===== src/rtl/rom_fetch_master.sv =====
// rom_fetch_master: burst word fetch from a 1-cycle-latency ROM into a
// 2-entry FIFO, with credit-based request pacing and optional checksum.
// Ports: clk_i, rst_ni (async, active low); start_i/base_addr_i/len_i start
// a burst; busy_o/done_o report status; req_o/addr_o/rdata_i form the memory
// side; data_o/valid_o/ready_i form the output stream; checksum_o holds the
// sum of accepted words when ROM_FETCH_CHECKSUM_EN is defined, else 0.
module rom_fetch_master #(
  parameter int MAX_LEN_W = 8
) (
  input  logic                 clk_i,
  input  logic                 rst_ni,
  input  logic                 start_i,
  input  logic [31:0]          base_addr_i,
  input  logic [MAX_LEN_W-1:0] len_i,
  output logic                 busy_o,
  output logic                 done_o,
  output logic                 req_o,
  output logic [31:0]          addr_o,
  input  logic [31:0]          rdata_i,
  output logic [31:0]          data_o,
  output logic                 valid_o,
  input  logic                 ready_i,
  output logic [31:0]          checksum_o
);

  typedef enum logic [1:0] {
    S_IDLE, S_FETCH, S_DRAIN, S_DONE
  } state_t;

  state_t               r_state;
  state_t               w_next;
  logic [31:0]          r_addr;
  logic [MAX_LEN_W-1:0] r_remain;
  logic                 r_infl;
  logic [31:0]          r_mem [2];
  logic                 r_wptr;
  logic                 r_rptr;
  logic [1:0]           r_cnt;

  logic       w_start;
  logic       w_pop;
  logic       w_push;
  logic [1:0] w_load;
  logic       w_req;
  logic       w_last;
  logic       w_unused;

  assign w_unused = ^base_addr_i[1:0];

  assign w_start = start_i && (r_state == S_IDLE);
  assign valid_o = (r_cnt != 2'd0);
  assign data_o  = valid_o ? r_mem[r_rptr] : 32'd0;
  assign w_pop   = valid_o && ready_i;
  assign w_push  = r_infl;
  assign addr_o  = r_addr;

  // Credit: entries left after this cycle's pop plus the word on the bus.
  // Counting the pop keeps 1 word/cycle with ready_i held high.
  assign w_load = r_cnt - {1'b0, w_pop} + {1'b0, r_infl};
  assign w_req  = (r_state == S_FETCH) && (w_load < 2'd2);
  assign w_last = w_req && (r_remain == MAX_LEN_W'(1));

  always_ff @(posedge clk_i or negedge rst_ni) begin
    if (!rst_ni) r_state <= S_IDLE;
    else         r_state <= w_next;
  end

  always_comb begin
    w_next = r_state;
    unique case (r_state)
      S_IDLE: begin
        if (start_i)
          w_next = (len_i != '0) ? S_FETCH : S_DONE;
      end
      S_FETCH: begin
        if (w_last) w_next = S_DRAIN;
      end
      S_DRAIN: begin
        // Leave as the final word is accepted so done_o follows it directly.
        if (!r_infl &&
            (r_cnt == 2'd0 || (r_cnt == 2'd1 && w_pop)))
          w_next = S_DONE;
      end
      S_DONE: w_next = S_IDLE;
      default: w_next = S_IDLE;
    endcase
  end

  always_comb begin
    busy_o = (r_state == S_FETCH) || (r_state == S_DRAIN);
    done_o = (r_state == S_DONE);
    req_o  = w_req;
  end

  always_ff @(posedge clk_i or negedge rst_ni) begin
    if (!rst_ni) begin
      r_addr   <= 32'd0;
      r_remain <= '0;
      r_infl   <= 1'b0;
      r_mem[0] <= 32'd0;
      r_mem[1] <= 32'd0;
      r_wptr   <= 1'b0;
      r_rptr   <= 1'b0;
      r_cnt    <= 2'd0;
    end else begin
      if (w_start && len_i != '0) begin
        r_addr   <= {base_addr_i[31:2], 2'b00};
        r_remain <= len_i;
      end else if (w_req) begin
        r_addr   <= r_addr + 32'd4;
        r_remain <= r_remain - MAX_LEN_W'(1);
      end
      r_infl <= w_req;
      if (w_push) begin
        r_mem[r_wptr] <= rdata_i;
        r_wptr        <= ~r_wptr;
      end
      if (w_pop) r_rptr <= ~r_rptr;
      r_cnt <= r_cnt + {1'b0, w_push} - {1'b0, w_pop};
    end
  end

`ifdef ROM_FETCH_CHECKSUM_EN
  logic [31:0] r_cks;

  always_ff @(posedge clk_i or negedge rst_ni) begin
    if (!rst_ni)    r_cks <= 32'd0;
    else if (w_start) r_cks <= 32'd0;
    else if (w_pop)   r_cks <= r_cks + data_o;
  end

  assign checksum_o = r_cks;
`else
  assign checksum_o = 32'd0;
`endif

endmodule


===== config.mk =====
export PLATFORM = sky130hd
export DESIGN_NAME = rom_fetch_master
export DESIGN_NICKNAME = d
export VERILOG_FILES = /design/src/rtl/rom_fetch_master.sv
export SDC_FILE = /design/constraint.sdc
export NUM_CORES = 1
export LEC_CHECK = 0
export ABC_AREA = 1
export BUFFER_PORTS_ARGS = -buffer_cell sky130_fd_sc_hd__buf_2
export CAP_MARGIN = 20
export CORE_UTILIZATION = 48
export DETAILED_ROUTE_END_ITERATION = 10
export HOLD_SLACK_MARGIN = 0.03
export PLACE_DENSITY = 0.81
export SYNTH_ARGS = -nofsm -noshare
export SYNTH_HDL_FRONTEND = slang
export SYNTH_SLANG_ARGS = --single-unit

===== constraint.sdc =====
create_clock -name clk_i -period 2.2 [get_ports clk_i]
set_clock_uncertainty 0.1 [all_clocks]
set_input_delay 0.55 -clock clk_i [delete_from_list [all_inputs] [get_ports clk_i]]
set_output_delay 0.55 -clock clk_i [all_outputs]
set_load 0.005 [all_outputs]

== Yosys cells after proc, flatten, opt, wreduce, memory -nomap -nowiden ==
Cells that the tools add are included.

* Flip-flop bits (word level): 111
* Input bits: 76
* Output and inout bits: 100
* Word-level logic and storage cells: 64

* Add/subtract/negate cells: 6
* $lt $le $gt $ge: 4
* Eq/ne operators: 8
* Multiplexer cells: 16
* Bitwise gates (word level): 4
* Reductions and logical operators: 17

{| class="wikitable"
|+ Operator list
! cell !! count
|-
| $mux W32 || 7
|-
| $bwmux W64 || 1
|-
| $add A32 B3 Y32 const B || 1
|-
| $demux W32 S1 || 1
|-
| $mux W8 || 2
|-
| $eq A8 B1 Y1 const B || 1
|-
| $logic_and A1 B1 Y1 || 8
|-
| $mux W2 || 4
|-
| $pmux W2 S4 || 1
|-
| $reduce_bool A8 Y1 || 1
|-
| $sub A8 B1 Y8 const B || 1
|-
| $ne A2 B2 Y1 const B || 3
|-
| $add A2 B1 Y2 || 2
|-
| $eq A2 B1 Y1 const B || 2
|-
| $eq A2 B2 Y1 const B || 2
|-
| $ge A2 B2 Y1 const B || 2
|-
| $logic_not A2 Y1 || 2
|-
| $not A1 Y2 || 2
|-
| $reduce_bool A2 Y1 || 2
|-
| $sub A2 B1 Y2 || 2
|-
| $reduce_and A3 Y1 || 1
|-
| $logic_or A1 B1 Y1 || 2
|-
| $lt A2 B1 Y1 const B || 1
|-
| $lt A2 B2 Y1 const B || 1
|-
| 2 further kinds || 3
|}

== Longest topological paths before layout ==
* Word-level depth: 9
* Gate-level depth with buffers: 17

== Worst setup path before layout ==
OpenSTA, ideal clock, no wires.

* Kind: register -> output
* Start: register r_cnt[0]
* End: output port req_o
* Data arrival time: 1,764 ps
* Data required time: 1,550 ps
* Setup slack: -214 ps
* Cell stages (with the launch flop): 13
* Path buffers: 0
* Path through: dfrtp_1 nor2_1 nor2_1 ha_1 inv_1 ha_1 inv_1 nand2_1 nand2_1 nand2_1 nand2_1 nand2_4 inv_1

* Word-level cells in the longest chain between the ends: 6

{| class="wikitable"
|+ RTL lines
! element !! RTL line !! RTL
|-
| start: declaration || 38 || <nowiki>logic [1:0] r_cnt;</nowiki>
|-
| start signal: assignment || 119 || <nowiki>r_cnt <= r_cnt + {1'b0, w_push} - {1'b0, w_pop};</nowiki>
|-
| $reduce_bool A2 Y1 || 51 || <nowiki>assign valid_o = (r_cnt != 2'd0);</nowiki>
|-
| $logic_and A1 B1 Y1 || 53 || <nowiki>assign w_pop = valid_o && ready_i;</nowiki>
|-
| via w_pop || 41 || <nowiki>logic w_pop;</nowiki>
|-
| $sub A2 B1 Y2 || 59 || <nowiki>assign w_load = r_cnt - {1'b0, w_pop} + {1'b0, r_infl};</nowiki>
|-
| $add A2 B1 Y2 || 59 ||
|-
| $lt A2 B2 Y1 || 60 || <nowiki>assign w_req = (r_state == S_FETCH) && (w_load < 2'd2);</nowiki>
|-
| $logic_and A1 B1 Y1 || 60 ||
|-
| end: declaration || 17 || <nowiki>output logic req_o,</nowiki>
|}

The timed path passes the listed nets, and every way through them passes these cells.

== Final worst setup path ==
Ends and elaborated chain as after synthesis.

==> key figures <==
Critical path
  – Critical-path maximum fanout: 3
  – WP data arrival: around 1900 ps
  – R2R Setup Slk: -330 ps
  – Worst R2R Path Depth: 18
  – Critical path type: reg -> out
  – Endpoint class of the critical path: output port
  – CP Cell Sequence: nor2_4 -> nor2_2 -> ha_1 -> inv_1 -> ha_2 -> inv_2 -> nand2_2 -> nand2_1 -> nand2_1 -> nand2_2 -> nand2_4 -> inv_4 -> buf_6
  – Startpoint Class: flip-flop
  – Worst EP required: 1550 ps
  – Worst reg2reg path startpoint: r_cnt[0]
  – CP max-delay cell: dfrtp_1
  – Critical path origin: r_cnt[0]
  – RR Endpoint: addr_o[10]
  – CP endpoint: req_o
  – Crit path largest cell delay: approximately 420 ps

Logic synthesis
  – Distinct cells, synth: 30
  – Yosys top cell area share: 42.7%
  – Commonest cells post-synth: 366 x nand2_1, 109 x dfrtp_1, 99 x inv_1
  – Mux contribution to synthesized area: 0%
  – Compound-Gate Fraction of Synth Area: 10.1%
  – Combinational family with the most area after synthesis: simple AND/OR/NAND/NOR gates
  – Synthesized-area fraction occupied by adder cells: 1.96%
  – Synth Warn #: 0
  – Synth top area cells: dfrtp_1 43%, nand2_1 21%, inv_1 5.8%
  – Most common cell in the synthesized netlist: nand2_1
  – Simple-gate share of the synthesized area: a little under a third
  – Main synth FF type: dfrtp_1
  – Mapped cell area: between 0.006 and 0.007 mm2
  – Sequential share of the synthesized area: 42.7%
  – Number of synthesized flops with an enable pin: 0
  – Synth Instances: 920
  – Post-synthesis xor/xnor area fraction: 1.10%
  – Synthesized area per cell: approximately 6.9 um2
  – Cell taking the most area after synthesis: dfrtp_1
  – FFs w/ async S/R, synth: 100%
  – Synth Register Bits: 109

Timing
  – F_max: 0.386 GHz
  – Hold Slack: ~290 ps
  – Rel. slew slack: 31.7%
  – Max-slew violation count: 0
  – Final setup fails: 39
  – Fin crit period: approximately 2600 ps
  – RSZ-0062 raised after global routing: yes
  – Final count of hold timing violations: 0
  – Final setup margin: -393 ps
  – Final period util: 118%
  – Least-Margin Pin Slew: 1020 ps

Detailed routing
  – DR vias/cell: 5.00
  – DRC: 0
  – Total wire length: 16,200 um
  – DR vias: 6,236
  – Final ANT Viol Nets: 0
  – Initial DRC count: 424
  – Pre-Repair DR Iteration Count: 6
  – WL per Instance: roughly 13 um

CTS
  – Clock sink count: 109
  – TritonCTS Buffers: 9
  – Clk root buf: clkbuf_16
  – CTS clk-pin slew, worst paths: 80 ps
  – H-tree depth reported by CTS: 3
  – Clk_lat worst skew: 350 ps
  – Clock Tree Buf Depth: 2
  – CTS tree: done

Final layout
  – Fin nets: ~1,200
  – Final core occ: 62.5%
  – P&R area growth vs syn: 25.4%
  – Layout cells sized above 1: 23.9%
  – FF+latch area: ~0.0027 mm2
  – Antenna diodes: 0
  – Fillers: 1,146
  – Multi-input logic area: roughly 0.0032 mm2

Power and ir drop
  – Pwr dens: 1410 mW/mm2
  – PnR Total Power: 11.3 mW
  – Peak supply drop: 0.000811 V
  – LEAKAGE: 4.31 nW

Run
  – Max Cap Viol: 0

Floorplan
  – Die area: ~0.014 mm2
  – Die height: 117 um
  – Core Area: 0.0128 mm2
  – Num rows: 41
  – Die X: 117 um
  – Ports: 176
  – Starting density of the core: 49.8%

GRT
  – Vias in the first global route: about 5,600
  – First-pass GRT wire length: 26,000 um
  – Overflow after GRT: 0
  – Pin count of the biggest net entering global routing: 66
  – Total GRT Usage: 23.0%
  – Initial antenna violation count: 0

Place
  – Final Wtd Congestion: 0.980
  – Detail Placement HPWL: 11,000 um
  – Port Buffers: ~140

Status
  – Status: finished, violations left
  – Failing checks: negative setup slack

Worst hold path
  – Worst Hold Class: in -> reg
cell families (layout without fill, tap and decap cells):
group                      count (synthesis)  in the layout
AOI/OAI and AO/OA                        120            120
xor gates and xnor gates                   8              8
adders and majority gates                 10             10
buffers and inverters                    170            291
DFF                                      109            109
other                                      1             34
and+or+nand+nor                          502            502
worst min path at each step:
stage	start	to	slack, ps	depth (start not counted)
2_1_floorplan	rst_ni	addr_o[10]	150	0
3_3_place_gp	rst_ni	r_mem[24]	260	1
3_5_place_dp	rst_ni	r_mem[24]	260	1
4_1_cts	base_addr_i[2]	addr_o[2]	290	3
5_1_grt	base_addr_i[2]	addr_o[2]	330	3
6_report	base_addr_i[2]	addr_o[2]	290	3
worst max-delay path: cells and delay by family (launching register included):
| kind | cells | cell delay, ps |
|---|---|---|
| adder cells (fa/ha/maj) | 2 | 440 |
| buffers and inverters | 4 | 230 |
| AND/OR/NAND/NOR | 7 | 500 |
| flip-flops | 1 | 420 |
repair_timing:
item / in CTS / in global routing
pin swaps: 4 / 24
setup endpoints to repair: 12 / 73
setup buffers: 2 / 5
cloned: 0 / 3
hold endpoints to repair: 2 / 0
hold buffers: 1 / 0
gates resized for setup: 3 / 71
registers in the layout, indices dropped and copies added (netlist names):
register / flops
r_mem: 64
addr_o: 30
r_remain: 8
r_cnt: 2
r_state: 2
r_infl: 1
r_rptr: 1
r_wptr: 1
cell usage in the layout (no fill, tap or decap), drive strengths merged:
master and instances:
a21oi 35, and2 2, buf 169, clkbuf 13, clkinv 3, conb 34
dfrtp 109, dlygate4sd3 1, ha 10, inv 105, nand2 368, nand3 55
nand3b 4, nand4 5, nor2 63, nor3 2, o211ai 5, o21ai 72
o21bai 7, o31ai 1, or2 3, xnor2 2, xor2 6
metrics by stage:
stage	instances	cell area, um2	setup slack [ps]	TNS [ps]
after detailed placement	1222	7360	-281	-5260
after CTS	1240	7690	-411	-2170
after global placement	1222	7360	-264	-3820
final	1246	8010	-393	-11230
after floorplan	953	6530	-10.7	-10.7
after global routing	1246	8010	-526	-18540
layer usage:
metal  share of wire, %  wire length [um]  GRT usage (%)
met3                6.1               984           3.70
met5                  0                 0              0
met2                 49              7910           39.3
met4                2.6               419           8.20
met1                 43              6900           29.4
cell type report:
cell class | instances | share of cell area [%]
Clock buffer | 10 | 2.98
Sequential cell | 109 | 34.0
Multi-Input combinational cell | 674 | 39.8
Tap cell | 172 | 2.69
Clock inverter | 6 | 0.781
Inverter | 102 | 4.97
Timing Repair Buffer | 173 | 14.8
power breakdown:
part / leakage [nW] / internal, mW / switching (mW)
clock network: 0.149 / 0.833 / 0.795
logic: 2.82 / 2.62 / 3.21
registers: 1.35 / 2.97 / 0.869
total: 4.31 / 6.42 / 4.87
Note: power is estimated with default switching activity, not from simulation.
